[config.mk]
export PLATFORM = sky130hd
export DESIGN_NAME = mul_div_unit_flat
export DESIGN_NICKNAME = d
export VERILOG_FILES = /design/src/rtl/mul_div_unit_if.sv /design/src/rtl/mul_div_unit.sv /design/src/flat_wrapper.sv
export SDC_FILE = /design/constraint.sdc
export NUM_CORES = 1
export LEC_CHECK = 0
export BUFFER_PORTS_ARGS = -buffer_cell sky130_fd_sc_hd__buf_2
export CELL_PAD_IN_SITES_DETAIL_PLACEMENT = 1
export CELL_PAD_IN_SITES_GLOBAL_PLACEMENT = 2
export CORE_MARGIN = 3
export CORE_UTILIZATION = 37
export CTS_CLUSTER_DIAMETER = 120
export DETAILED_ROUTE_END_ITERATION = 7
export PLACE_DENSITY = 0.79
export SETUP_SLACK_MARGIN = 0.15
export SLEW_MARGIN = 20
export SYNTH_ARGS = -nofsm -noshare
export SYNTH_HDL_FRONTEND = slang
export SYNTH_SLANG_ARGS = --single-unit
[constraint.sdc]
create_clock -name clk -period 5.7 [get_ports clk]
set_input_delay 0.855 -clock clk [delete_from_list [all_inputs] [get_ports clk]]
set_output_delay 0.855 -clock clk [all_outputs]
set_load 0.02 [all_outputs]
[src/rtl/mul_div_unit_if.sv]
// Bus between the issue stage / register file and the iterative RV32M unit.
//   Request side : start, funct3, operand_a, operand_b, address_rd, flush
//   Response side: busy, done, write_enable, address_write, value_write
// The master modport belongs to the pipeline; the slave modport belongs to mul_div_unit.
interface mul_div_unit_if #(
   parameter int unsigned WIDTH = 32
);
   logic             start;
   logic [2:0]       funct3;
   logic [WIDTH-1:0] operand_a;
   logic [WIDTH-1:0] operand_b;
   logic [4:0]       address_rd;
   logic             flush;
   logic             busy;
   logic             done;
   logic             write_enable;
   logic [4:0]       address_write;
   logic [WIDTH-1:0] value_write;

   modport master (
      output start, funct3, operand_a, operand_b, address_rd, flush,
      input  busy, done, write_enable, address_write, value_write
   );

   modport slave (
      input  start, funct3, operand_a, operand_b, address_rd, flush,
      output busy, done, write_enable, address_write, value_write
   );
endinterface

[src/rtl/mul_div_unit.sv]
// Iterative RV32M multiply/divide unit.
// Accepts an operation in IDLE, runs WIDTH iteration cycles in CALC, then spends one DONE cycle
// presenting a register-file write. Multiply is shift-add on operand magnitudes; divide is
// restoring division on magnitudes. Signs and special cases are applied when entering DONE.
// Ports:
//   clk      - clock, rising edge
//   reset_n  - asynchronous active-low reset
//   bus      - mul_div_unit_if slave modport (request operands, flush, busy and write port)
module mul_div_unit #(
   parameter int unsigned WIDTH = 32
) (
   input  logic          clk,
   input  logic          reset_n,
   mul_div_unit_if.slave bus
);

   localparam int unsigned CntW = $clog2(WIDTH + 1);
   localparam logic [CntW-1:0] LastCnt = CntW'(WIDTH - 1);
   localparam logic [WIDTH-1:0] MinInt = {1'b1, {(WIDTH-1){1'b0}}};

   typedef enum logic [1:0] {StIdle, StCalc, StDone} state_e;

   state_e           state_q, state_d;
   logic [CntW-1:0]  cnt_q, cnt_d;
   logic [2:0]       op_q, op_d;
   logic [4:0]       rd_q, rd_d;
   logic [WIDTH-1:0] a_q, a_d;     // original dividend, needed for remainder-by-zero
   logic [WIDTH-1:0] bm_q, bm_d;   // multiplicand / divisor magnitude
   logic [WIDTH-1:0] hi_q, hi_d;   // product high half / partial remainder
   logic [WIDTH-1:0] lo_q, lo_d;   // multiplier / dividend shifting into quotient
   logic             a_neg_q, a_neg_d;
   logic             b_neg_q, b_neg_d;
   logic             div0_q, div0_d;
   logic             ovf_q, ovf_d;
   logic             busy_q, busy_d;
   logic             done_q, done_d;
   logic             we_q, we_d;
   logic [4:0]       addr_q, addr_d;
   logic [WIDTH-1:0] value_q, value_d;

   // One iteration of the shared datapath plus the final result formed from its output.
   logic [WIDTH:0]     mul_sum;
   logic [WIDTH:0]     div_shift;
   logic               div_ge;
   logic [WIDTH-1:0]   div_diff;
   logic [WIDTH-1:0]   hi_step, lo_step;
   logic [2*WIDTH-1:0] prod, prod_s;
   logic [WIDTH-1:0]   quo_s, rem_s;
   logic [WIDTH-1:0]   result_fin;

   always_comb begin
      mul_sum   = {1'b0, hi_q} + (lo_q[0] ? {1'b0, bm_q} : '0);
      div_shift = {hi_q, lo_q[WIDTH-1]};
      div_ge    = div_shift >= {1'b0, bm_q};
      // Only used when div_ge, where the difference is below the divisor and fits in WIDTH.
      div_diff  = div_shift[WIDTH-1:0] - bm_q;
      if (op_q[2]) begin
         hi_step = div_ge ? div_diff : div_shift[WIDTH-1:0];
         lo_step = {lo_q[WIDTH-2:0], div_ge};
      end else begin
         hi_step = mul_sum[WIDTH:1];
         lo_step = {mul_sum[0], lo_q[WIDTH-1:1]};
      end

      prod   = {hi_step, lo_step};
      prod_s = (a_neg_q ^ b_neg_q) ? (~prod + 1'b1) : prod;
      quo_s  = (a_neg_q ^ b_neg_q) ? (~lo_step + 1'b1) : lo_step;
      rem_s  = a_neg_q ? (~hi_step + 1'b1) : hi_step;

      unique case (op_q)
         3'd0:                result_fin = prod_s[WIDTH-1:0];
         3'd1, 3'd2, 3'd3:    result_fin = prod_s[2*WIDTH-1:WIDTH];
         3'd4, 3'd5:          result_fin = div0_q ? '1 : (ovf_q ? MinInt : quo_s);
         default:             result_fin = div0_q ? a_q : (ovf_q ? '0 : rem_s);
      endcase
   end

   logic             a_signed, b_signed;
   logic [WIDTH-1:0] a_mag, b_mag;

   // Operand sign handling for the request currently on the bus.
   always_comb begin
      if (bus.funct3[2]) begin
         a_signed = ~bus.funct3[0];                  // DIV, REM
         b_signed = ~bus.funct3[0];
      end else begin
         a_signed = (bus.funct3 == 3'd1) || (bus.funct3 == 3'd2);  // MULH, MULHSU
         b_signed = (bus.funct3 == 3'd1);
      end
      a_mag = (a_signed && bus.operand_a[WIDTH-1]) ? (~bus.operand_a + 1'b1) : bus.operand_a;
      b_mag = (b_signed && bus.operand_b[WIDTH-1]) ? (~bus.operand_b + 1'b1) : bus.operand_b;
   end

   always_comb begin
      state_d = state_q;
      cnt_d   = cnt_q;
      op_d    = op_q;
      rd_d    = rd_q;
      a_d     = a_q;
      bm_d    = bm_q;
      hi_d    = hi_q;
      lo_d    = lo_q;
      a_neg_d = a_neg_q;
      b_neg_d = b_neg_q;
      div0_d  = div0_q;
      ovf_d   = ovf_q;
      done_d  = 1'b0;
      we_d    = 1'b0;
      addr_d  = addr_q;
      value_d = value_q;

      unique case (state_q)
         StIdle: begin
            if (bus.start && !bus.flush) begin
               state_d = StCalc;
               cnt_d   = '0;
               op_d    = bus.funct3;
               rd_d    = bus.address_rd;
               a_d     = bus.operand_a;
               bm_d    = b_mag;
               hi_d    = '0;
               lo_d    = a_mag;
               a_neg_d = a_signed && bus.operand_a[WIDTH-1];
               b_neg_d = b_signed && bus.operand_b[WIDTH-1];
               div0_d  = (bus.operand_b == '0);
               ovf_d   = bus.funct3[2] && !bus.funct3[0] && (bus.operand_a == MinInt) &&
                         (bus.operand_b == '1);
            end
         end
         StCalc: begin
            if (bus.flush) begin
               state_d = StIdle;
            end else begin
               hi_d  = hi_step;
               lo_d  = lo_step;
               cnt_d = cnt_q + 1'b1;
               if (cnt_q == LastCnt) begin
                  state_d = StDone;
                  done_d  = 1'b1;
                  we_d    = (rd_q != 5'd0);
                  addr_d  = rd_q;
                  value_d = result_fin;
               end
            end
         end
         StDone: begin
            state_d = StIdle;
         end
         default: begin
            state_d = StIdle;
         end
      endcase

      busy_d = (state_d != StIdle);
   end

   always_ff @(posedge clk or negedge reset_n) begin
      if (!reset_n) begin
         state_q <= StIdle;
         cnt_q   <= '0;
         op_q    <= '0;
         rd_q    <= '0;
         a_q     <= '0;
         bm_q    <= '0;
         hi_q    <= '0;
         lo_q    <= '0;
         a_neg_q <= 1'b0;
         b_neg_q <= 1'b0;
         div0_q  <= 1'b0;
         ovf_q   <= 1'b0;
         busy_q  <= 1'b0;
         done_q  <= 1'b0;
         we_q    <= 1'b0;
         addr_q  <= '0;
         value_q <= '0;
      end else begin
         state_q <= state_d;
         cnt_q   <= cnt_d;
         op_q    <= op_d;
         rd_q    <= rd_d;
         a_q     <= a_d;
         bm_q    <= bm_d;
         hi_q    <= hi_d;
         lo_q    <= lo_d;
         a_neg_q <= a_neg_d;
         b_neg_q <= b_neg_d;
         div0_q  <= div0_d;
         ovf_q   <= ovf_d;
         busy_q  <= busy_d;
         done_q  <= done_d;
         we_q    <= we_d;
         addr_q  <= addr_d;
         value_q <= value_d;
      end
   end

   // A flush landing in the DONE cycle suppresses the write in that same cycle.
   assign bus.busy          = busy_q;
   assign bus.done          = done_q & ~bus.flush;
   assign bus.write_enable  = we_q & ~bus.flush;
   assign bus.address_write = addr_q;
   assign bus.value_write   = value_q;

endmodule

[src/flat_wrapper.sv]
// flat-port wrapper written by rule: the top's interface ports become plain ports
module mul_div_unit_flat 
#(
   parameter int unsigned WIDTH = 32
)
  (clk, reset_n, bus_start, bus_funct3, bus_operand_a, bus_operand_b, bus_address_rd, bus_flush, bus_busy, bus_done, bus_write_enable, bus_address_write, bus_value_write);
  mul_div_unit_if #(.WIDTH(WIDTH)) bus_i ();
  input  logic clk;
  input  logic reset_n;
  input wire logic [$bits(bus_i.start)-1:0] bus_start;
  input wire logic [$bits(bus_i.funct3)-1:0] bus_funct3;
  input wire logic [$bits(bus_i.operand_a)-1:0] bus_operand_a;
  input wire logic [$bits(bus_i.operand_b)-1:0] bus_operand_b;
  input wire logic [$bits(bus_i.address_rd)-1:0] bus_address_rd;
  input wire logic [$bits(bus_i.flush)-1:0] bus_flush;
  output wire logic [$bits(bus_i.busy)-1:0] bus_busy;
  output wire logic [$bits(bus_i.done)-1:0] bus_done;
  output wire logic [$bits(bus_i.write_enable)-1:0] bus_write_enable;
  output wire logic [$bits(bus_i.address_write)-1:0] bus_address_write;
  output wire logic [$bits(bus_i.value_write)-1:0] bus_value_write;
  assign bus_i.start = bus_start;
  assign bus_i.funct3 = bus_funct3;
  assign bus_i.operand_a = bus_operand_a;
  assign bus_i.operand_b = bus_operand_b;
  assign bus_i.address_rd = bus_address_rd;
  assign bus_i.flush = bus_flush;
  assign bus_busy = bus_i.busy;
  assign bus_done = bus_i.done;
  assign bus_write_enable = bus_i.write_enable;
  assign bus_address_write = bus_i.address_write;
  assign bus_value_write = bus_i.value_write;
  mul_div_unit #(.WIDTH(WIDTH)) u_core (.clk(clk), .reset_n(reset_n), .bus(bus_i));
endmodule
==> report_table.html, run 1 <==
<table>
<tr><th>Metric</th><th>Value</th></tr>
<tr><th colspan="2">Status</th></tr>
<tr><td>Outcome</td><td>finished, final reports clean</td></tr>
<tr><th colspan="2">Power</th></tr>
<tr><td>Net Sw Frac</td><td>55.96%</td></tr>
<tr><td>NetSw</td><td>6.187 mW</td></tr>
<tr><td>Leak pwr</td><td>8.474 nW</td></tr>
<tr><td>Combinational share of power</td><td>69.7%</td></tr>
<tr><td>Cell internal power dissipation</td><td>4.869 mW</td></tr>
<tr><td>Maximum vdd ir drop</td><td>230.2 uV</td></tr>
<tr><td>Sequential fraction of design power</td><td>18.5%</td></tr>
<tr><td>Power density of the placed cells</td><td>565.8 mW/mm^2</td></tr>
<tr><td>Clock power frac</td><td>11.7%</td></tr>
<tr><th colspan="2">Synth</th></tr>
<tr><td>Most area-hungry cell type in the Yosys netlist</td><td>sky130_fd_sc_hd__dfrtp_1</td></tr>
<tr><td>Post-synthesis compound-gate area fraction</td><td>27.14%</td></tr>
<tr><td>Count of warnings emitted by yosys</td><td>0</td></tr>
<tr><td>Number of flops mapped to enable cells by yosys</td><td>0</td></tr>
<tr><td>Post-synthesis async set-or-reset flop share</td><td>100.0%</td></tr>
<tr><td>Synth unique cells</td><td>102</td></tr>
<tr><td>Flip-flop and latch count after synthesis</td><td>188</td></tr>
<tr><td>Mapped Nets</td><td>2379</td></tr>
<tr><td>Synthesized area per cell</td><td>7.815 um^2</td></tr>
<tr><td>Multiplexer share of the synthesized area</td><td>3.171%</td></tr>
<tr><td>Largest cells by area after synthesis</td><td>sky130_fd_sc_hd__dfrtp_1 27%, sky130_fd_sc_hd__nand2_1 7.8%, sky130_fd_sc_hd__ha_1 4.9%, sky130_fd_sc_hd__xor2_1 4.5%, sky130_fd_sc_hd__o21ai_0 4.4%</td></tr>
<tr><td>Largest family of logic cells by synthesized area</td><td>compound AO/OA/AOI/OAI gates</td></tr>
<tr><td>Synth Area in Adders</td><td>5.179%</td></tr>
<tr><td>Share of synthesized cell area in and, or, nand and nor gates</td><td>24.39%</td></tr>
<tr><td>Xor-xnor portion of the synthesized cell area</td><td>8.486%</td></tr>
<tr><td>Synthesized instance count</td><td>2232</td></tr>
<tr><td>Top flip-flop cell by instance count after synthesis</td><td>sky130_fd_sc_hd__dfrtp_1</td></tr>
<tr><td>Portion of the post-synthesis area used by sequential elements</td><td>26.97%</td></tr>
<tr><td>Area share of the largest cell type after synthesis</td><td>26.97%</td></tr>
<tr><td>Cell area after technology mapping</td><td>0.01744 mm^2</td></tr>
<tr><th colspan="2">Floorplanning</th></tr>
<tr><td>Full die area</td><td>0.04978 mm^2</td></tr>
<tr><td>Core box area</td><td>0.04597 mm^2</td></tr>
<tr><td>Starting density of the core</td><td>37.95%</td></tr>
<tr><td>Standard-cell rows</td><td>78</td></tr>
<tr><td>Die Span Y</td><td>223.1 um</td></tr>
<tr><td>I/O pin count</td><td>116</td></tr>
<tr><td>Die outline width</td><td>223.1 um</td></tr>
<tr><th colspan="2">Setup path</th></tr>
<tr><td>Worst-path maximum fanout</td><td>10</td></tr>
<tr><td>Arrival @ worst endpoint</td><td>5.73 ns</td></tr>
<tr><td>Startpoint class of the critical path</td><td>flip-flop</td></tr>
<tr><td>Crit path required time</td><td>6.06 ns</td></tr>
<tr><td>Kind of capture point of the worst setup path</td><td>flip-flop</td></tr>
<tr><td>CP Class</td><td>flip-flop to flip-flop</td></tr>
<tr><th colspan="2">Route</th></tr>
<tr><td>Pre-Repair DR Iteration Count</td><td>5</td></tr>
<tr><td>Violation count after the first detailed-routing iteration</td><td>1531</td></tr>
<tr><td>Final routed DRC violation total</td><td>0</td></tr>
<tr><td>Via count</td><td>18.55k</td></tr>
<tr><td>Number of nets still failing antenna checks after routing</td><td>0</td></tr>
<tr><td>Wire length per cell after detailed routing</td><td>27.16 um</td></tr>
<tr><td>Aggregate routed wire length</td><td>79280 um</td></tr>
<tr><td>Routed via count divided by cell count</td><td>6.354</td></tr>
<tr><th colspan="2">Timing</th></tr>
<tr><td>Count of final hold-check violations</td><td>0</td></tr>
<tr><td>Transition time of the tightest slew-check pin</td><td>1.069 ns</td></tr>
<tr><td>Max-slew violation count</td><td>0</td></tr>
<tr><td>Final sum of negative setup slack</td><td>0 ns</td></tr>
<tr><td>Setup repair after global routing missed its margin</td><td>yes</td></tr>
<tr><td>Total of endpoints with negative setup slack in the final report</td><td>0</td></tr>
<tr><td>Final clock period utilization by the worst path</td><td>94.22%</td></tr>
<tr><td>Worst setup skew after layout</td><td>0.02395 ns</td></tr>
<tr><td>Maximum frequency from static timing analysis</td><td>0.1862 GHz</td></tr>
<tr><td>Final min period</td><td>5.371 ns</td></tr>
<tr><td>Worst max-slew margin expressed relative to the limit</td><td>26.87%</td></tr>
<tr><td>Worst hold margin</td><td>0.4131 ns</td></tr>
<tr><th colspan="2">CTS</th></tr>
<tr><td>Post-cts resize count</td><td>2</td></tr>
<tr><td>Maximum number of buffers from clock root to sink</td><td>2</td></tr>
<tr><td>Hold buffer count at CTS</td><td>0</td></tr>
<tr><td>Post-CTS setup repair buffer count</td><td>0</td></tr>
<tr><td>Clk sinks</td><td>188</td></tr>
<tr><td>Deepest level of the CTS H-tree</td><td>4</td></tr>
<tr><td>Clock tree from TritonCTS</td><td>built</td></tr>
<tr><td>Clock latency at the later pin of the worst-skew pair</td><td>0.51 ns</td></tr>
<tr><td>Root buffer cell</td><td>sky130_fd_sc_hd__clkbuf_16</td></tr>
<tr><td>TritonCTS Buffers</td><td>17</td></tr>
<tr><td>Clock-pin slew on the worst setup and hold paths</td><td>0.08 ns</td></tr>
<tr><th colspan="2">GRT</th></tr>
<tr><td>Antenna violations before repair</td><td>3</td></tr>
<tr><td>Global-route wire length before repair</td><td>120400 um</td></tr>
<tr><td>Pin count of the biggest net entering global routing</td><td>142</td></tr>
<tr><td>Total global-route track usage</td><td>31.52%</td></tr>
<tr><td>Vias in the first global route</td><td>18.90k</td></tr>
<tr><td>Remaining global-route overflow</td><td>0</td></tr>
<tr><th colspan="2">Cells and area</th></tr>
<tr><td>Post-layout instance count excluding filler cells</td><td>2919</td></tr>
<tr><td>Layout cell share with drive strength beyond 1</td><td>13.08%</td></tr>
<tr><td>Final core utilization</td><td>42.51%</td></tr>
<tr><td>Layout filler cell count</td><td>5667</td></tr>
<tr><td>Post-layout net count</td><td>2451</td></tr>
<tr><td>Layout overhead on the synthesized area</td><td>12.01%</td></tr>
<tr><th colspan="2">Placement</th></tr>
<tr><td>Count of input and output buffers</td><td>115</td></tr>
<tr><td>DP Cell Count</td><td>2885</td></tr>
<tr><td>Placed wire-length estimate after detailed placement</td><td>60860 um</td></tr>
<tr><td>Final GP Congestion</td><td>0.9565</td></tr>
<tr><th colspan="2">Min path</th></tr>
<tr><td>Worst hold path type</td><td>input port to asynchronous set/reset pin</td></tr>
<tr><th colspan="2">Flow run</th></tr>
<tr><td>Max capacitance violation total</td><td>0</td></tr>
</table>
==> Yosys cell counts, types with 19 or more instances <==
| cell | count |
|---|---|
| sky130_fd_sc_hd__nand2_1 | 362 |
| sky130_fd_sc_hd__dfrtp_1 | 188 |
| sky130_fd_sc_hd__nor2_1 | 156 |
| sky130_fd_sc_hd__o21ai_0 | 152 |
| sky130_fd_sc_hd__a21oi_1 | 136 |
| sky130_fd_sc_hd__clkbuf_1 | 97 |
| sky130_fd_sc_hd__xor2_1 | 89 |
| sky130_fd_sc_hd__xnor2_1 | 80 |
| sky130_fd_sc_hd__inv_1 | 70 |
| sky130_fd_sc_hd__ha_1 | 69 |
| sky130_fd_sc_hd__nor3_1 | 59 |
| sky130_fd_sc_hd__a221oi_1 | 57 |
| sky130_fd_sc_hd__nand3_1 | 47 |
| sky130_fd_sc_hd__and2_1 | 46 |
| sky130_fd_sc_hd__mux2i_1 | 44 |
| sky130_fd_sc_hd__o31ai_1 | 39 |
| sky130_fd_sc_hd__o221ai_1 | 37 |
| sky130_fd_sc_hd__nor4_1 | 36 |
| sky130_fd_sc_hd__a21o_1 | 33 |
| sky130_fd_sc_hd__nand4_1 | 32 |
| sky130_fd_sc_hd__a31oi_1 | 27 |
| sky130_fd_sc_hd__o211ai_1 | 25 |
| sky130_fd_sc_hd__buf_2 | 23 |
| sky130_fd_sc_hd__or3_1 | 19 |
==> critical path, cell delays in order (launching register included) <==
cell and delay (ns):
sky130_fd_sc_hd__dfrtp_1 0.42, sky130_fd_sc_hd__ha_1 0.47, sky130_fd_sc_hd__a21oi_1 0.19, sky130_fd_sc_hd__o21ai_0 0.09, sky130_fd_sc_hd__buf_4 0.16, sky130_fd_sc_hd__a31oi_1 0.37, sky130_fd_sc_hd__and3_1 0.44, sky130_fd_sc_hd__buf_4 0.21
sky130_fd_sc_hd__nand4_1 0.33, sky130_fd_sc_hd__o32ai_1 0.70, sky130_fd_sc_hd__o2111ai_4 0.35, sky130_fd_sc_hd__nor4_1 0.64, sky130_fd_sc_hd__a31oi_1 0.23, sky130_fd_sc_hd__xor2_1 0.21, sky130_fd_sc_hd__a221oi_1 0.32, sky130_fd_sc_hd__o31ai_1 0.10
==> cell type report <==
| class | count | area, um^2 | area share (%) |
|---|---|---|---|
| multi-input cells | 1839 | 12050 | 61.66 |
| flip-flops and latches | 188 | 4708 | 24.10 |
| repair buffers | 185 | 1147 | 5.872 |
| well taps | 600 | 750.7 | 3.842 |
| clock buffers | 21 | 480.5 | 2.459 |
| inverters | 73 | 274.0 | 1.402 |
| clock inverters | 11 | 125.1 | 0.6404 |
| diodes | 2 | 5.005 | 0.02561 |
==> cell usage in the layout, fill, tap and decap left out, types with 46 or more instances in the layout <==
master                       n
sky130_fd_sc_hd__nand2_1   359
sky130_fd_sc_hd__nand3_1    46
sky130_fd_sc_hd__a221oi_1   57
sky130_fd_sc_hd__xor2_1     89
sky130_fd_sc_hd__buf_2     114
sky130_fd_sc_hd__ha_1       69
sky130_fd_sc_hd__dfrtp_1   187
sky130_fd_sc_hd__xnor2_1    79
sky130_fd_sc_hd__o21ai_0   151
sky130_fd_sc_hd__nor2_1    151
sky130_fd_sc_hd__buf_4      67
sky130_fd_sc_hd__and2_1     46
sky130_fd_sc_hd__a21oi_1   136
sky130_fd_sc_hd__nor3_1     58
sky130_fd_sc_hd__inv_1      70
==> power groups by stage <==
stage | Clock (mW) | Combinational (mW) | Sequential [mW]
after floorplan | 0 | 4.95 | 1.85
after global placement | 0 | 7.36 | 2.05
after detailed placement | 0 | 7.47 | 2.06
after CTS | 1.33 | 7.52 | 2.04
after global routing | 1.38 | 8.26 | 2.08
final | 1.30 | 7.71 | 2.05
==> per-layer routing <==
metal | GRT usage [%] | part of all wire (%) | routed length [um] | vias to the layer above
met5 | 0 | 0 | 0 | -
met4 | 9.660 | 2.9 | 2263 | 0
met3 | 5.039 | 5.9 | 4695 | 107
met2 | 49.31 | 45 | 35600 | 599
met1 | 44.67 | 46 | 36730 | 9415
li1 | - | - | - | 8425
==> stage by stage <==
stage | power (mW) | cell area (um^2) | setup WS, ns
final | 11.06 | 19540 | 0.3294
after global routing | 11.72 | 19540 | 0.07323
after CTS | 10.88 | 19470 | 0.3050
after detailed placement | 9.529 | 18850 | 0.1133
after global placement | 9.406 | 18850 | 0.1440
after floorplan | 6.798 | 17440 | 1.194
==> state kept, by name, indices dropped and copies added, names as in the netlist <==
signal and count:
u_core.a_q 32, u_core.bm_q 32, u_core.bus.value_write 32, u_core.hi_q 32, u_core.lo_q 32, u_core.cnt_q 6, u_core.bus.address_write 5, u_core.rd_q 5
u_core.op_q 3, u_core.state_q 2, u_core.a_neg_q 1, u_core.b_neg_q 1, u_core.bus.busy 1, u_core.div0_q 1, u_core.done_q 1, u_core.ovf_q 1
u_core.we_q 1
==> kinds of logic (layout without fill, tap and decap cells) <==
family,count (synthesis),count (layout)
flip-flops,188,188
adder cells (fa/ha/maj),71,71
XOR/XNOR,169,169
buffers and inverters,205,290
other,0,2
AND/OR/NAND/NOR,871,871
AO/OA/AOI/OAI,674,674
multiplexers,54,54
==> path summary, 6_finish.rpt <==
path / slack, ns / end / cells after the start / from
max in group asynchronous: 4.17 / u_core.bm_q[27] / 2 / reset_n
max reg2reg: 0.33 / u_core.bus.value_write[23] / 15 / u_core.hi_q[27]
min in group clk: 0.48 / u_core.bus.value_write[23] / 2 / u_core.bus.value_write[23]
min reg2reg: 0.48 / u_core.bus.value_write[23] / 2 / u_core.bus.value_write[23]
min: 0.41 / u_core.bus.address_write[1] / 1 / reset_n
max: 0.33 / u_core.bus.value_write[23] / 15 / u_core.hi_q[27]
Note: power is estimated with default switching activity, not from simulation.
==> run 2: changes to the inputs <==
==> constraint.sdc (replaced) <==
create_clock -name clk -period 5.7 [get_ports clk]
set_input_delay 0.57 -clock clk [delete_from_list [all_inputs] [get_ports clk]]
set_output_delay 0.57 -clock clk [all_outputs]
set_load 0.02 [all_outputs]
==> report_table.html, run 2 (same netlist as run 1, synthesis figures left out) <==
<table>
<tr><th>Metric</th><th>Value</th></tr>
<tr><th colspan="2">CTS</th></tr>
<tr><td>Clock-pin slew on the worst setup and hold paths</td><td>0.09 ns</td></tr>
<tr><td>TritonCTS Buffers</td><td>17</td></tr>
<tr><td>Clock tree from TritonCTS</td><td>built</td></tr>
<tr><td>Root buffer cell</td><td>sky130_fd_sc_hd__clkbuf_16</td></tr>
<tr><td>Clk sinks</td><td>188</td></tr>
<tr><td>Maximum number of buffers from clock root to sink</td><td>2</td></tr>
<tr><td>Deepest level of the CTS H-tree</td><td>4</td></tr>
<tr><td>Clock latency at the later pin of the worst-skew pair</td><td>0.52 ns</td></tr>
<tr><th colspan="2">Floorplanning</th></tr>
<tr><td>Standard-cell rows</td><td>78</td></tr>
<tr><td>Full die area</td><td>0.04978 mm^2</td></tr>
<tr><td>Die Span Y</td><td>223.1 um</td></tr>
<tr><td>I/O pin count</td><td>116</td></tr>
<tr><td>Die outline width</td><td>223.1 um</td></tr>
<tr><td>Starting density of the core</td><td>37.95%</td></tr>
<tr><td>Core box area</td><td>0.04597 mm^2</td></tr>
<tr><th colspan="2">Timing</th></tr>
<tr><td>Max-slew violation count</td><td>0</td></tr>
<tr><td>Worst max-slew margin expressed relative to the limit</td><td>15.76%</td></tr>
<tr><td>Final min period</td><td>5.412 ns</td></tr>
<tr><td>Transition time of the tightest slew-check pin</td><td>1.232 ns</td></tr>
<tr><td>Maximum frequency from static timing analysis</td><td>0.1848 GHz</td></tr>
<tr><td>Fin worst setup slack</td><td>0.2882 ns</td></tr>
<tr><td>Worst setup skew after layout</td><td>0.01906 ns</td></tr>
<tr><td>Count of final hold-check violations</td><td>0</td></tr>
<tr><td>Final sum of negative setup slack</td><td>0 ns</td></tr>
<tr><td>Setup repair after global routing missed its margin</td><td>yes</td></tr>
<tr><td>Total of endpoints with negative setup slack in the final report</td><td>0</td></tr>
<tr><td>Final clock period utilization by the worst path</td><td>94.94%</td></tr>
<tr><th colspan="2">Setup path</th></tr>
<tr><td>Launch point of the worst reg-to-reg path</td><td>u_core.lo_q[0]</td></tr>
<tr><td>Reg2Reg Capture Point</td><td>u_core.bus.value_write[15]</td></tr>
<tr><td>Startpoint class of the critical path</td><td>flip-flop</td></tr>
<tr><td>Slowest cell on the critical path</td><td>sky130_fd_sc_hd__nor4_1</td></tr>
<tr><td>Kind of capture point of the worst setup path</td><td>flip-flop</td></tr>
<tr><td>Crit path required time</td><td>6.12 ns</td></tr>
<tr><td>Worst-path maximum fanout</td><td>31</td></tr>
<tr><td>Register-to-register path setup slack</td><td>0.29 ns</td></tr>
<tr><td>Start point of the critical path</td><td>u_core.lo_q[0]</td></tr>
<tr><td>Arrival @ worst endpoint</td><td>5.83 ns</td></tr>
<tr><td>Most used cell along the critical path</td><td>sky130_fd_sc_hd__a21o_1</td></tr>
<tr><td>CP Class</td><td>flip-flop to flip-flop</td></tr>
<tr><td>R2r worst-path depth</td><td>15</td></tr>
<tr><td>List of cells traversed by the critical path</td><td>buf_4 -&gt; and2_1 -&gt; ha_1 -&gt; a21o_1 -&gt; a21o_1 -&gt; o21ai_0 -&gt; a21oi_1 -&gt; or3_1 -&gt; a21boi_0 -&gt; o2111ai_2 -&gt; nor4_1 -&gt; nor2_1 -&gt; xnor2_1 -&gt; a221oi_1 -&gt; a311oi_1</td></tr>
<tr><td>Largest stage delay on the critical path</td><td>0.75 ns</td></tr>
<tr><th colspan="2">Route</th></tr>
<tr><td>Aggregate routed wire length</td><td>79590 um</td></tr>
<tr><td>Final routed DRC violation total</td><td>0</td></tr>
<tr><td>Pre-Repair DR Iteration Count</td><td>5</td></tr>
<tr><td>Wire length per cell after detailed routing</td><td>27.25 um</td></tr>
<tr><td>Number of nets still failing antenna checks after routing</td><td>0</td></tr>
<tr><td>Via count</td><td>18.55k</td></tr>
<tr><td>Routed via count divided by cell count</td><td>6.352</td></tr>
<tr><td>Violation count after the first detailed-routing iteration</td><td>1722</td></tr>
<tr><th colspan="2">GRT</th></tr>
<tr><td>Antenna violations before repair</td><td>3</td></tr>
<tr><td>Total global-route track usage</td><td>31.62%</td></tr>
<tr><td>Pin count of the biggest net entering global routing</td><td>140</td></tr>
<tr><td>Vias in the first global route</td><td>18.49k</td></tr>
<tr><td>Global-route wire length before repair</td><td>119900 um</td></tr>
<tr><td>Remaining global-route overflow</td><td>0</td></tr>
<tr><th colspan="2">Cells and area</th></tr>
<tr><td>Ant diodes</td><td>0</td></tr>
<tr><td>Layout cell share with drive strength beyond 1</td><td>13.05%</td></tr>
<tr><td>Post-layout net count</td><td>2455</td></tr>
<tr><td>Layout overhead on the synthesized area</td><td>12.01%</td></tr>
<tr><td>Commonest non-fill, non-tap cell in the layout</td><td>sky130_fd_sc_hd__nand2_1</td></tr>
<tr><td>Layout filler cell count</td><td>5574</td></tr>
<tr><td>Most frequent cells in the layout</td><td>359 x sky130_fd_sc_hd__nand2_1, 187 x sky130_fd_sc_hd__dfrtp_1, 152 x sky130_fd_sc_hd__o21ai_0</td></tr>
<tr><th colspan="2">Placement</th></tr>
<tr><td>Placed wire-length estimate after detailed placement</td><td>60390 um</td></tr>
<tr><td>Final GP Congestion</td><td>0.9701</td></tr>
<tr><td>Count of input and output buffers</td><td>115</td></tr>
<tr><td>Worst setup slack before clock tree synthesis</td><td>0.3511 ns</td></tr>
<tr><th colspan="2">Power</th></tr>
<tr><td>Leak pwr</td><td>8.488 nW</td></tr>
<tr><td>Power density of the placed cells</td><td>567.6 mW/mm^2</td></tr>
<tr><td>Total power draw</td><td>11.09 mW</td></tr>
<tr><td>Maximum vdd ir drop</td><td>227.9 uV</td></tr>
<tr><th colspan="2">Min path</th></tr>
<tr><td>Worst hold path type</td><td>input port to asynchronous set/reset pin</td></tr>
<tr><th colspan="2">Status</th></tr>
<tr><td>Outcome</td><td>finished, final reports clean</td></tr>
<tr><th colspan="2">Flow run</th></tr>
<tr><td>Max capacitance violation total</td><td>0</td></tr>
</table>
## run 2: area by class of cell
| type | count | area (um^2) | share of cell area [%] |
|---|---|---|---|
| Multi-Input combinational cell | 1839 | 12010 | 61.49 |
| Sequential cell | 188 | 4708 | 24.10 |
| Timing Repair Buffer | 189 | 1177 | 6.026 |
| Tap cell | 600 | 750.7 | 3.842 |
| Clock buffer | 17 | 425.4 | 2.177 |
| Inverter | 73 | 274.0 | 1.402 |
| Clock inverter | 15 | 188.9 | 0.9670 |
## run 2: report_power, final
| group | switching [mW] | leakage [nW] | total, mW | internal, mW |
|---|---|---|---|---|
| logic | 5.11 | 5.75 | 7.71 | 2.60 |
| clock network | 0.693 | 0.298 | 1.33 | 0.636 |
| registers | 0.436 | 2.44 | 2.05 | 1.61 |
## run 2: per-layer routing
metal | track usage (%) | part of all wire (%)
met1 | 45.06 | 46
met2 | 48.53 | 44
met3 | 5.355 | 6.7
met4 | 10.54 | 3.0
met5 | 0 | 0.034
## run 2: repair_timing
item | CTS | global route
hold buffers | 0 | 0
setup buffers | 0 | 3
setup endpoints to repair | 0 | 17
gates resized for setup | 0 | 5
## run 2: stage by stage
stage | cells | utilization (%) | hold WS [ns] | cell area (um^2)
floorplan | 2232 | - | 0.2744 | 17440
global placement | 2886 | 41.05 | 0.4567 | 18870
detailed placement | 2886 | 41.05 | 0.4635 | 18870
CTS | 2918 | 42.39 | 0.1567 | 19480
global route | 2921 | 42.50 | 0.1918 | 19540
finish | 2921 | 42.50 | 0.1247 | 19540
## run 2: how the worst max path moves through the flow
| stage | end | slack [ns] | depth (start not counted) |
|---|---|---|---|
| after floorplan | u_core.bus.value_write[26] | 1.19 | 19 |
| after global placement | u_core.bus.value_write[29] | 0.38 | 15 |
| after detailed placement | u_core.bus.value_write[24] | 0.35 | 15 |
| after CTS | u_core.bus.value_write[24] | 0.28 | 16 |
| after global routing | u_core.bus.value_write[23] | 0.01 | 15 |
| final | u_core.bus.value_write[15] | 0.29 | 15 |
## run 2: worst max-delay path, delay by kind of cell (launching register included)
| kind | cells | cell delay, ns |
|---|---|---|
| compound gates | 8 | 2.34 |
| buf+inv | 1 | 0.40 |
| flops | 1 | 0.52 |
| fa+ha+maj | 1 | 0.32 |
| xor+xnor | 1 | 0.31 |
| simple gates | 4 | 1.41 |
==> run 3: changes to the inputs <==
--- a/config.mk
+++ b/config.mk
@@ -5,7 +5,7 @@
 export SDC_FILE = /design/constraint.sdc
 export NUM_CORES = 1
 export LEC_CHECK = 0
-export BUFFER_PORTS_ARGS = -buffer_cell sky130_fd_sc_hd__buf_2
+export BUFFER_PORTS_ARGS = -buffer_cell sky130_fd_sc_hd__buf_4
 export CELL_PAD_IN_SITES_DETAIL_PLACEMENT = 1
 export CELL_PAD_IN_SITES_GLOBAL_PLACEMENT = 2
 export CORE_MARGIN = 3
==> report_table.html, run 3 (same netlist as run 1, synthesis figures left out) <==
<table>
<tr><th>Metric</th><th>Value</th></tr>
<tr><th colspan="2">Power</th></tr>
<tr><td>Leak pwr</td><td>8.605 nW</td></tr>
<tr><td>Maximum vdd ir drop</td><td>230.9 uV</td></tr>
<tr><td>Power density of the placed cells</td><td>564.9 mW/mm^2</td></tr>
<tr><th colspan="2">Timing</th></tr>
<tr><td>Final sum of negative setup slack</td><td>0 ns</td></tr>
<tr><td>Count of final hold-check violations</td><td>0</td></tr>
<tr><td>Worst max-slew margin expressed relative to the limit</td><td>14.10%</td></tr>
<tr><td>Max-slew violation count</td><td>0</td></tr>
<tr><td>Transition time of the tightest slew-check pin</td><td>1.275 ns</td></tr>
<tr><td>Total of endpoints with negative setup slack in the final report</td><td>0</td></tr>
<tr><td>Setup repair after global routing missed its margin</td><td>yes</td></tr>
<tr><td>Final min period</td><td>5.433 ns</td></tr>
<tr><td>Maximum frequency from static timing analysis</td><td>0.1841 GHz</td></tr>
<tr><td>Worst hold margin</td><td>0.1176 ns</td></tr>
<tr><td>Final clock period utilization by the worst path</td><td>95.31%</td></tr>
<tr><td>Worst setup skew after layout</td><td>0.01944 ns</td></tr>
<tr><th colspan="2">GRT</th></tr>
<tr><td>Global-route wire length before repair</td><td>120900 um</td></tr>
<tr><td>Antenna violations before repair</td><td>1</td></tr>
<tr><td>Vias in the first global route</td><td>18.79k</td></tr>
<tr><td>Total global-route track usage</td><td>31.70%</td></tr>
<tr><td>Remaining global-route overflow</td><td>0</td></tr>
<tr><td>Pin count of the biggest net entering global routing</td><td>100</td></tr>
<tr><th colspan="2">Status</th></tr>
<tr><td>Outcome</td><td>finished, final reports clean</td></tr>
<tr><th colspan="2">CTS</th></tr>
<tr><td>Clock latency at the later pin of the worst-skew pair</td><td>0.52 ns</td></tr>
<tr><td>Clk sinks</td><td>188</td></tr>
<tr><td>Clock tree from TritonCTS</td><td>built</td></tr>
<tr><td>Hold buffer count at CTS</td><td>0</td></tr>
<tr><td>Root buffer cell</td><td>sky130_fd_sc_hd__clkbuf_16</td></tr>
<tr><td>Clock-pin slew on the worst setup and hold paths</td><td>0.08 ns</td></tr>
<tr><td>Maximum number of buffers from clock root to sink</td><td>2</td></tr>
<tr><td>TritonCTS Buffers</td><td>17</td></tr>
<tr><td>Deepest level of the CTS H-tree</td><td>4</td></tr>
<tr><th colspan="2">Floorplanning</th></tr>
<tr><td>Standard-cell rows</td><td>78</td></tr>
<tr><td>Core box area</td><td>0.04597 mm^2</td></tr>
<tr><td>Die outline width</td><td>223.1 um</td></tr>
<tr><td>I/O pin count</td><td>116</td></tr>
<tr><td>Die Span Y</td><td>223.1 um</td></tr>
<tr><td>Full die area</td><td>0.04978 mm^2</td></tr>
<tr><td>Starting density of the core</td><td>37.95%</td></tr>
<tr><th colspan="2">Route</th></tr>
<tr><td>Violation count after the first detailed-routing iteration</td><td>1712</td></tr>
<tr><td>Pre-Repair DR Iteration Count</td><td>5</td></tr>
<tr><td>Wire length per cell after detailed routing</td><td>27.30 um</td></tr>
<tr><td>Number of nets still failing antenna checks after routing</td><td>0</td></tr>
<tr><td>Via count</td><td>18.65k</td></tr>
<tr><td>Aggregate routed wire length</td><td>80020 um</td></tr>
<tr><td>Routed via count divided by cell count</td><td>6.362</td></tr>
<tr><td>Final routed DRC violation total</td><td>0</td></tr>
<tr><th colspan="2">Setup path</th></tr>
<tr><td>Worst-path maximum fanout</td><td>9</td></tr>
<tr><td>List of cells traversed by the critical path</td><td>inv_1 -&gt; ha_1 -&gt; a21o_1 -&gt; a211o_1 -&gt; a31oi_1 -&gt; and3_1 -&gt; buf_4 -&gt; nand4_1 -&gt; buf_4 -&gt; mux2i_1 -&gt; buf_4 -&gt; nand3_2 -&gt; nor4_1 -&gt; a21oi_1 -&gt; xor2_1 -&gt; a221oi_1 -&gt; o31ai_1</td></tr>
<tr><td>Most used cell along the critical path</td><td>sky130_fd_sc_hd__buf_4</td></tr>
<tr><td>Crit path required time</td><td>6.11 ns</td></tr>
<tr><td>Largest stage delay on the critical path</td><td>0.71 ns</td></tr>
<tr><td>Arrival @ worst endpoint</td><td>5.84 ns</td></tr>
<tr><td>Startpoint class of the critical path</td><td>flip-flop</td></tr>
<tr><td>Buf+Inv Stages, Crit Path</td><td>4</td></tr>
<tr><td>Slowest cell on the critical path</td><td>sky130_fd_sc_hd__nor4_1</td></tr>
<tr><td>Kind of capture point of the worst setup path</td><td>flip-flop</td></tr>
<tr><td>CP Class</td><td>flip-flop to flip-flop</td></tr>
<tr><td>Top Family by Delay on Critical Path</td><td>simple AND/OR/NAND/NOR gates</td></tr>
<tr><th colspan="2">Placement</th></tr>
<tr><td>Final GP Congestion</td><td>1.016</td></tr>
<tr><td>Count of input and output buffers</td><td>115</td></tr>
<tr><td>Placed wire-length estimate after detailed placement</td><td>61190 um</td></tr>
<tr><th colspan="2">Cells and area</th></tr>
<tr><td>Commonest non-fill, non-tap cell in the layout</td><td>sky130_fd_sc_hd__nand2_1</td></tr>
<tr><td>Layout cell share with drive strength beyond 1</td><td>13.52%</td></tr>
<tr><td>Most frequent cells in the layout</td><td>359 x sky130_fd_sc_hd__nand2_1, 195 x sky130_fd_sc_hd__buf_4, 187 x sky130_fd_sc_hd__dfrtp_1</td></tr>
<tr><td>Post-layout net count</td><td>2464</td></tr>
<tr><td>Layout overhead on the synthesized area</td><td>14.26%</td></tr>
<tr><th colspan="2">Min path</th></tr>
<tr><td>Worst hold path type</td><td>input port to asynchronous set/reset pin</td></tr>
<tr><th colspan="2">Flow run</th></tr>
<tr><td>Max capacitance violation total</td><td>0</td></tr>
</table>
==> run 3: final cells by class <==
| cell class | count | area (um^2) |
|---|---|---|
| diodes | 1 | 2.502 |
| clock inverters | 14 | 195.2 |
| fillers | 5640 | 26040 |
| repair buffers | 198 | 1518 |
| inverters | 73 | 274.0 |
| multi-input cells | 1839 | 12040 |
| well taps | 600 | 750.7 |
| clock buffers | 18 | 439.2 |
| flip-flops and latches | 188 | 4708 |
==> run 3: per-layer routing <==
layer	global-route usage, %	part of all wire (%)
met1	45.20	46
met2	49.06	45
met3	5.250	6.8
met4	9.844	2.4
met5	0	0.016
==> run 3: worst paths after layout <==
path / end / start / slack, ns / cells past startpoint
max: u_core.bus.value_write[19] / u_core.bm_q[30] / 0.27 / 17
max in group asynchronous: u_core.hi_q[25] / reset_n / 4.47 / 2
min in group clk: u_core.rd_q[2] / bus_address_rd[2] / 0.24 / 3
min: u_core.bus.address_write[0] / reset_n / 0.12 / 1
min reg2reg: u_core.bus.value_write[21] / u_core.bus.value_write[21] / 0.48 / 2
max reg2reg: u_core.bus.value_write[19] / u_core.bm_q[30] / 0.27 / 17
==> run 3: power breakdown <==
group | switching [mW] | total (mW) | internal, mW
clock | 0.679 | 1.36 | 0.685
sequential | 0.438 | 2.05 | 1.61
combinational | 5.20 | 7.84 | 2.64
total | 6.32 | 11.3 | 4.94
==> run 3: metrics by stage <==
| stage | cell area [um^2] | instances | util, % | setup slack [ns] | power (mW) |
|---|---|---|---|---|---|
| floorplan | 17440 | 2232 | - | 1.194 | 6.798 |
| global placement | 19190 | 2895 | 41.76 | 0.1495 | 9.486 |
| detailed placement | 19190 | 2895 | 41.76 | 0.1499 | 9.580 |
| CTS | 19840 | 2927 | 43.16 | 0.3221 | 11.00 |
| global route | 19930 | 2930 | 43.35 | 0.1068 | 11.89 |
| finish | 19930 | 2931 | 43.36 | 0.2671 | 11.26 |
==> run 3: worst reg2reg max path, stage by stage, from the launching register on <==
cell	delay, ns
sky130_fd_sc_hd__dfrtp_1	0.51
sky130_fd_sc_hd__inv_1	0.09
sky130_fd_sc_hd__ha_1	0.38
sky130_fd_sc_hd__a21o_1	0.21
sky130_fd_sc_hd__a211o_1	0.29
sky130_fd_sc_hd__a31oi_1	0.38
sky130_fd_sc_hd__and3_1	0.33
sky130_fd_sc_hd__buf_4	0.22
sky130_fd_sc_hd__nand4_1	0.35
sky130_fd_sc_hd__buf_4	0.36
sky130_fd_sc_hd__mux2i_1	0.17
sky130_fd_sc_hd__buf_4	0.19
sky130_fd_sc_hd__nand3_2	0.26
sky130_fd_sc_hd__nor4_1	0.72
sky130_fd_sc_hd__a21oi_1	0.19
sky130_fd_sc_hd__xor2_1	0.29
sky130_fd_sc_hd__a221oi_1	0.13
sky130_fd_sc_hd__o31ai_1	0.28
==> run 3: what timing repair did <==
action | in CTS | in global routing
buffers inserted | 0 | 3
setup endpoints to repair | 1 | 14
gates resized for setup | 1 | 7
pin swaps | 0 | 2
